==> src/rtl/clock_divider_multi_pkg.sv <==
// Shared constants and helpers for the multi-channel clock divider.
package clock_divider_multi_pkg;

  // Divisor loaded into every channel at reset unless overridden.
  localparam int unsigned DEFAULT_DIV_DEF = 12000000;

  // Width of the channel-select field; never narrower than one bit.
  function automatic int unsigned ch_w(input int unsigned channels);
    return (channels > 1) ? $clog2(channels) : 1;
  endfunction

endpackage

==> src/rtl/clock_divider_channel.sv <==
// One divider channel: tick every N enabled cycles, square wave of period 2N,
// glitch-free reload at the terminal count, halt on a zero divisor.
module clock_divider_channel
  import clock_divider_multi_pkg::*;
#(
  parameter int unsigned WIDTH       = 24,
  parameter int unsigned DEFAULT_DIV = DEFAULT_DIV_DEF
) (
  input  logic             clk_in,
  input  logic             reset_n,
  input  logic             enable,
  input  logic             load,
  input  logic [WIDTH-1:0] load_value,
  output logic             tick,
  output logic             clk_out,
  output logic             halted
);

  localparam logic [WIDTH-1:0] DEF_DIV = WIDTH'(DEFAULT_DIV);
  localparam logic [WIDTH-1:0] ONE     = WIDTH'(1);
  localparam logic [WIDTH-1:0] ZERO    = '0;

  logic [WIDTH-1:0] count_q, count_d;
  logic [WIDTH-1:0] active_q, active_d;
  logic [WIDTH-1:0] pend_q, pend_d;
  logic             pend_valid_q, pend_valid_d;
  logic             tick_q, tick_d;
  logic             clk_out_q, clk_out_d;
  logic             halted_q, halted_d;
  logic [WIDTH-1:0] next_div;

  // Next-state logic: halt handling, countdown, terminal reload, pending capture.
  always_comb begin
    count_d      = count_q;
    active_d     = active_q;
    pend_d       = pend_q;
    pend_valid_d = pend_valid_q;
    tick_d       = 1'b0;
    clk_out_d    = clk_out_q;
    halted_d     = halted_q;

    // A same-edge load beats the pending value, which beats the current divisor.
    if (load)              next_div = load_value;
    else if (pend_valid_q) next_div = pend_q;
    else                   next_div = active_q;

    if (active_q == ZERO) begin
      // Halted: only a load restarts the channel, regardless of enable.
      if (load) begin
        active_d     = load_value;
        count_d      = (load_value == ZERO) ? ZERO : load_value - ONE;
        halted_d     = (load_value == ZERO);
        pend_valid_d = 1'b0;
      end
    end else if (enable && count_q == ZERO) begin
      tick_d       = 1'b1;
      clk_out_d    = ~clk_out_q;
      active_d     = next_div;
      count_d      = (next_div == ZERO) ? ZERO : next_div - ONE;
      halted_d     = (next_div == ZERO);
      pend_valid_d = 1'b0;
    end else begin
      if (enable) count_d = count_q - ONE;
      // Mid-period loads wait for the terminal count so no runt pulse appears.
      if (load) begin
        pend_d       = load_value;
        pend_valid_d = 1'b1;
      end
    end
  end

  // State registers with asynchronous reset to the default divisor.
  always_ff @(posedge clk_in or negedge reset_n) begin
    if (!reset_n) begin
      count_q      <= DEF_DIV - ONE;
      active_q     <= DEF_DIV;
      pend_q       <= ZERO;
      pend_valid_q <= 1'b0;
      tick_q       <= 1'b0;
      clk_out_q    <= 1'b0;
      halted_q     <= 1'b0;
    end else begin
      count_q      <= count_d;
      active_q     <= active_d;
      pend_q       <= pend_d;
      pend_valid_q <= pend_valid_d;
      tick_q       <= tick_d;
      clk_out_q    <= clk_out_d;
      halted_q     <= halted_d;
    end
  end

  assign tick    = tick_q;
  assign clk_out = clk_out_q;
  assign halted  = halted_q;

endmodule

==> src/rtl/clock_divider_multi.sv <==
// Multi-channel programmable clock divider: decodes divisor loads and
// replicates one independent divider per channel.
module clock_divider_multi
  import clock_divider_multi_pkg::*;
#(
  parameter int unsigned WIDTH       = 24,
  parameter int unsigned CHANNELS    = 2,
  parameter int unsigned DEFAULT_DIV = DEFAULT_DIV_DEF,
  localparam int unsigned CH_W       = ch_w(CHANNELS)
) (
  input  logic                clk_in,
  input  logic                reset_n,
  input  logic                enable,
  input  logic                div_load,
  input  logic [CH_W-1:0]     div_ch,
  input  logic [WIDTH-1:0]    div_value,
  output logic [CHANNELS-1:0] tick,
  output logic [CHANNELS-1:0] clk_out,
  output logic [CHANNELS-1:0] halted
);

  logic [CHANNELS-1:0] load_c;

  // Per-channel load strobes; selects beyond the last channel match nothing.
  always_comb begin
    load_c = '0;
    for (int unsigned i = 0; i < CHANNELS; i++) begin
      load_c[i] = div_load && (div_ch == CH_W'(i));
    end
  end

  for (genvar g = 0; g < CHANNELS; g++) begin : g_ch
    clock_divider_channel #(
      .WIDTH       (WIDTH),
      .DEFAULT_DIV (DEFAULT_DIV)
    ) u_ch (
      .clk_in     (clk_in),
      .reset_n    (reset_n),
      .enable     (enable),
      .load       (load_c[g]),
      .load_value (div_value),
      .tick       (tick[g]),
      .clk_out    (clk_out[g]),
      .halted     (halted[g])
    );
  end

endmodule

==> config.mk <==
export PLATFORM = sky130hd
export DESIGN_NAME = clock_divider_multi
export DESIGN_NICKNAME = d
export VERILOG_FILES = /design/src/rtl/clock_divider_multi_pkg.sv /design/src/rtl/clock_divider_channel.sv /design/src/rtl/clock_divider_multi.sv
export SDC_FILE = /design/constraint.sdc
export NUM_CORES = 1
export LEC_CHECK = 0
export CORE_MARGIN = 8
export CORE_UTILIZATION = 55
export CTS_CLUSTER_SIZE = 16
export DETAILED_ROUTE_END_ITERATION = 16
export GPL_TIMING_DRIVEN = 0
export PLACE_DENSITY_LB_ADDON = 0.08
export SYNTH_ARGS = -nofsm -noshare
export SYNTH_HDL_FRONTEND = slang
export SYNTH_SLANG_ARGS = --single-unit
export TNS_END_PERCENT = 5
==> constraint.sdc <==
create_clock -name clk_in -period 8.3 [get_ports clk_in]
set_input_delay 2.49 -clock clk_in [delete_from_list [all_inputs] [get_ports clk_in]]
set_output_delay 2.49 -clock clk_in [all_outputs]
set_load 0.02 [all_outputs]
# After elaboration in Yosys (flattened, before gate mapping)
# Index checks and enable logic that the tools add are counted.
# Widths: inputs -> output; s select.
[totals] register_bits=152 out_inout_bits=6 wordCells=94
[op_classes] n_addsub=5 eq_ne=2 n_reduce_logical=27 bitwise=7 muxes=39
[op_table] op="$mux 24" count=21
[op_table] op="$logic_not 24->1" count=7
[op_table] op="$sub 24x1->24 const B" count=5
[op_table] op="$mux 1" count=18
[op_table] op="$reduce_and 2->1" count=8
[op_table] op="$reduce_bool 2->1" count=4
[op_table] op="$not 1->1" count=7
[op_table] op="$reduce_and 3->1" count=2
[op_table] op="$reduce_bool 3->1" count=2
[op_table] op="$logic_and 1x1->1" count=4
[op_table] op="$ne 2x1->1 const B" count=2

# Logic depth before layout (Yosys ltp)
# Gate-level depths: netlist of the first run.
[logic_depth] ltp_word=7 mapped_depth=12 depth_no_buf=9

# By module
# A second synthesis of the first run with hierarchy kept.
[hier_totals] cells_unflattened=1248 area_unflattened_um2=10874.2
[by_module_without_submodules] mod="clock_divider_channel at g_ch[1].u_ch" area_per_inst_um2=5474.0 seq_area_each_um2=1935.6 n_inst=1 cells_each=611
[by_module_without_submodules] mod="clock_divider_channel at g_ch[0].u_ch" area_per_inst_um2=5383.9 seq_area_each_um2=1935.6 n_inst=1 cells_each=635
[by_module_without_submodules] mod="clock_divider_multi" area_per_inst_um2=16.3 seq_area_each_um2=0.0 n_inst=1 cells_each=2

# Least setup slack after synthesis of the first run
# OpenSTA, ideal clock, no wires.
[synth_path] kind="input port to flip-flop" start="in div_ch" end="reg g_ch[0].u_ch.count_q[18]" t_arrival_ns=4.901 required_ns=8.223 stages=11 setup_time_ns=0.077 slack_ns=3.321 path_cell_list="buf_2 > nand2b_1 > buf_2 > buf_2 > mux2i_1 > ha_1 > nand3_1 > nor4_2 > nand4_1 > xor2_1 > o21a_1"
[synth_via] elab_chain_cells=7 elab_cells_between_ends=10 cone_classes="add/sub: 1; eq/ne: 1; mux: 4; bitwise: 1; reduce/logical: 3"
[synth_rtl] element="start: declaration" line_no="clock_divider_multi.sv:15" text="input logic [CH_W-1:0] div_ch,"
[synth_rtl] element="$not 1->1 *" line_no="clock_divider_multi.sv:28" text="load_c[i] = div_load && (div_ch == CH_W'(i));"
[synth_rtl] element="$logic_and 1x1->1 *" line_no="clock_divider_multi.sv:28"
[synth_rtl] element="$mux 24" line_no="clock_divider_channel.sv:43" text="if (load) next_div = load_value;"
[synth_rtl] element="$sub 24x1->24 / $logic_not 24->1 (equally long branches)" line_no="clock_divider_channel.sv:59" text="count_d = (next_div == ZERO) ? ZERO : next_div - ONE;"
[synth_rtl] element="$mux 24" line_no="clock_divider_channel.sv:59"
[synth_rtl] element="$mux 24" line_no="clock_divider_channel.sv:55" text="end else if (enable && count_q == ZERO) begin"
[synth_rtl] element="$mux 24" line_no="clock_divider_channel.sv:47" text="if (active_q == ZERO) begin"
[synth_rtl] element="end signal: assignment" line_no="clock_divider_channel.sv:75" text="count_q <= DEF_DIV - ONE;"
[synth_rtl] element="end signal: assignment" line_no="clock_divider_channel.sv:83" text="count_q <= count_d;"
[synth_rtl] element="end: declaration" line_no="clock_divider_channel.sv:23" text="logic [WIDTH-1:0] count_q, count_d;"
# Every way passes the cells marked *; elsewhere a longest branch is shown, timed or not.
# A chain may end at the register's enable or synchronous reset.

# Worst setup path after layout of the first run
[layout_path] start="in div_value[0]" end="reg g_ch[0].u_ch.count_q[16]"
[layout_via] elab_chain_cells=5 elab_cells_between_ends=10 cone_classes="add/sub: 2; mux: 6; reduce/logical: 2"
[layout_rtl] element="start: declaration" line_no="clock_divider_multi.sv:16" text="input logic [WIDTH-1:0] div_value,"
[layout_rtl] element="$mux 24" line_no="clock_divider_channel.sv:43"
[layout_rtl] element="$sub 24x1->24 / $logic_not 24->1 (equally long branches)" line_no="clock_divider_channel.sv:59"
[layout_rtl] element="$mux 24" line_no="clock_divider_channel.sv:59"
[layout_rtl] element="$mux 24" line_no="clock_divider_channel.sv:55"
[layout_rtl] element="$mux 24 *" line_no="clock_divider_channel.sv:47"
# Every way passes the cells marked *; elsewhere a longest branch is shown, timed or not. The select of a mux whose other input is x is not followed.

==> impl_metrics.tcl, run 1 <==
set metrics [dict create \
    ys_async_sr_fraction_pct 100 \
    cts_made_buffers 17 \
    min_from "g_ch[1].u_ch.clk_out" \
    arrival_ps 6350 \
    endpoint_kind "register" \
    path_cells "clkdlybuf4s50_1 > clkbuf_1 > inv_1 > ha_1 > nor3b_1 > nand2_1 > or3_1 > xnor2_1 > o32ai_1 > a22oi_1 > o21ai_0" \
    synth_edf_count 0 \
    clk_pin_slew_ps 70 \
    fin_nets 1279 \
    die_h_microns 155 \
    path_class "in -> reg" \
    grt_pass1_wl_microns 53800 \
    antenna_left 0 \
    ys_types 68 \
    ys_top_cells_by_area "dfrtp_1 23%, dfstp_2 13%, mux2_2 7.6%, a21oi_1 5.5%, nor2_1 4.9%" \
    seq_power_share_pct 40.9 \
    worst_path_largest_cell_delay_ps 720 \
    tightest_slew_ps 1100 \
    maxCapViolCount 0 \
    clockBufferDepth 2 \
    cts_setup_buffers 0 \
    period_minus_slack_ps 5980 \
    cts_tree "done" \
    intPower_uw 1790 \
    synth_commonest_cells "139 x nor2_1, 117 x a21oi_1, 98 x dfrtp_1, 92 x nand2_1, 78 x o21ai_0" \
    crit_cells 11 \
    worst-path-buf-inv 3 \
    hold_buffers 0 \
    drt-pass1-iter-count 7 \
    nFillCells 1718 \
    holdPathStages 1 \
    n_antenna_cell 0 \
    cp-start-kind "input port" \
    root_buffer "clkbuf_16" \
    avgSynthCellArea_sq_um 8.82 \
    route.detailed.drc 0 \
    antenna_found_initial 0 \
    io_buffers 17 \
    io_pins 35 \
    synthFlopType "dfrtp_1" \
    cpMaxStageDelayCell "nor3b_1" \
    synth_top_cell_by_area "dfrtp_1" \
    synth_warnings 0 \
    worstPathRequired_ps 8670 \
    wirelength_microns 35100 \
    holdWs_ps 466 \
    grt_max_degree 92 \
    vias_per_cell 6.48 \
    power.density_nw_per_um2 246 \
    fp.coreArea_sq_um 19200 \
    path_delay_family "simple AND/OR/NAND/NOR gates" \
    grt.total_usage_pct 29.2 \
    combPwrFrac_pct 31.6 \
    detail_route.iter0.violations 1169 \
    peakVddDrop_mv 0.143 \
    syn-num-nets 1242 \
    start_util_pct 55.3 \
    max_slew_margin_pct 25.8 \
    reg2reg_to "g_ch[1].u_ch.count_q[22]" \
    r2r_cells 10 \
    insertion_delay_ps 450 \
    place_hpwl_microns 25500 \
    grt-ovfl-total 0 \
    period_share_pct 72.0 \
    slew_viol_final 0 \
    syn_inst 1205 \
    syn_to_final_growth_pct 10.5 \
    cts-resized-gates 0 \
    clockPowerShare_pct 27.6 \
    gp_congestion 0.951 \
    fin_ws_ps 2320 \
    cts_num_sinks 152 \
    p_switching_uw 1090 \
    die_w_microns 155 \
    min_to "g_ch[1].u_ch.clk_out" \
    grt_pass1_vias 9357 \
    vias 9849 \
    hold_viol_final 0 \
    num_rows 51 \
    power_leakage_uw 0.00468 \
    r2r_start "g_ch[1].u_ch.pend_valid_q" \
    pre_cts_ws_ps 2050 \
    die_area_sq_um 24000 \
    fmax_ghz 0.167 \
    skew_ps 9.53 \
    drive_above_1_share_pct 19.1 \
    wire_per_inst_microns 23.1 \
    yosys.area.top_type_share_pct 23.1 \
    rrSetupSlack_ps 4690 \
    ys_ff_latch 152 \
    finish.utilization_pct 61.2 \
    setup_viol 0 \
    p_sw_share_pct 37.9 \
    yosysSeqAreaShare_pct 36.4 \
    htreeDepth 4 \
    crit_path_max_fanout 10 \
    status "complete, no violations" \
    hold_path_class "reg -> reg" \
    synth_most_common_cell "nor2_1" \
    rsz0062_at_grt "false" \
    synth_area_sq_um 10600 \
]
[cells by family (layout without fill, tap and decap cells)]
logic type / count (synthesis) / after routing / share of synthesized area, %
AO/OA/AOI/OAI: 293 / 293 / 16.5
buffers and inverters: 111 / 161 / 4.72
flip-flops: 152 / 152 / 36.4
AND/OR/NAND/NOR: 421 / 421 / 19.8
adder cells (fa/ha/maj): 8 / 8 / 0.942
multiplexers: 144 / 144 / 15.4
XOR/XNOR: 76 / 76 / 6.26
[placed cells by master (no fill, tap or decap), drive strengths merged, types with 5 or more instances in the layout]
| cell type | count |
|---|---|
| a31o | 5 |
| o22ai | 9 |
| o221ai | 8 |
| nor2 | 140 |
| o21a | 6 |
| nand2 | 94 |
| a221oi | 5 |
| ha | 8 |
| a31oi | 13 |
| nor4 | 35 |
| xor2 | 21 |
| clkdlybuf4s50 | 16 |
| nor3 | 37 |
| mux2 | 92 |
| inv | 28 |
| nand4 | 21 |
| a211oi | 6 |
| o31ai | 7 |
| mux2i | 52 |
| o32ai | 5 |
| o21ai | 83 |
| dfrtp | 98 |
| and3 | 6 |
| and2 | 7 |
| a22oi | 7 |
| a21oi | 117 |
| or3 | 7 |
| clkbuf | 69 |
| xnor2 | 55 |
| dfstp | 54 |
| o211ai | 6 |
| or4 | 12 |
| nand3 | 34 |
| buf | 44 |
[sequential cells by signal (all words and copies together) (netlist names)]
signal,flops
g_ch.u_ch.pend_valid_q,2
g_ch.u_ch.pend_q,48
g_ch.u_ch.tick,2
g_ch.u_ch.halted,2
g_ch.u_ch.active_q,48
g_ch.u_ch.count_q,48
g_ch.u_ch.clk_out,2
[metal layers]
| layer | part of all wire [%] | global-route usage, % |
|---|---|---|
| met1 | 44 | 41.4 |
| met5 | 0.17 | 1.94 |
| met3 | 9.6 | 6.38 |
| met4 | 3.8 | 12.5 |
| met2 | 42 | 41.7 |
[how the worst max path moves through the flow]
stage                 startpoint                        to  slack (ps)
floorplan                 div_ch  g_ch[0].u_ch.count_q[18]        3320
global placement         reset_n      g_ch[0].u_ch.clk_out       -1560
detailed placement  div_value[0]  g_ch[0].u_ch.count_q[16]        2050
CTS                 div_value[0]  g_ch[0].u_ch.count_q[16]        2500
global route        div_value[0]  g_ch[0].u_ch.count_q[16]        2130
finish              div_value[0]  g_ch[0].u_ch.count_q[16]        2320
[through the flow]
step / TNS (ps) / cells / area, sq um / power, uW
after detailed placement: 0 / 1488 / 11200 / 2070
after CTS: 0 / 1520 / 11700 / 2860
final: 0 / 1520 / 11700 / 2890
after global routing: 0 / 1520 / 11700 / 3030
after floorplan: 0 / 1205 / 10600 / 1800
after global placement: -151500 / 1487 / 11100 / 2050
[power groups by stage]
stage	logic [uW]	clock network (uW)	registers, uW
3_3_place_gp	869	0	1180
5_1_grt	993	830	1200
3_5_place_dp	886	0	1180
6_report	911	796	1180
2_1_floorplan	672	0	1130
4_1_cts	892	799	1170
[layout make-up]
class / instances / area, sq um / area share (%)
Timing Repair Buffer: 18 / 199 / 1.69
Multi-Input combinational cell: 942 / 6250 / 53.2
Clock buffer: 18 / 439 / 3.74
Clock inverter: 14 / 151 / 1.29
Buffer: 93 / 434 / 3.70
Tap cell: 265 / 332 / 2.82
Inverter: 18 / 67.6 / 0.575
Sequential cell: 152 / 3870 / 32.9
No activity file was read; power rests on OpenSTA's default activity.
==> run 2: changes to the inputs <==
- clock period: 8.3 -> 5.7 ns (I/O delays scaled with it)
==> results of run 2 <==
Same layout as run 1 (identical final DEF). Status: complete, no violations.
Among the figures that moved: setup slack after placement 2050 ps -> 230 ps; setup slack after layout 2320 ps -> 500 ps; register-to-register setup slack 4690 ps -> 2090 ps; total power 2890 uW -> 4200 uW; worst IR drop on VDD 0.143 mV -> 0.208 mV
==> run 3: changes to the inputs <==
- clock period: 5.7 -> 6.48 ns (I/O delays scaled with it)
==> results of run 3 <==
Same layout as run 1 (identical final DEF). Status: complete, no violations.
Among the figures that moved: setup slack after placement 2050 ps -> 776 ps; setup slack after layout 2320 ps -> 1050 ps; register-to-register setup slack 4690 ps -> 2870 ps; total power 2890 uW -> 3700 uW; worst IR drop on VDD 0.143 mV -> 0.183 mV
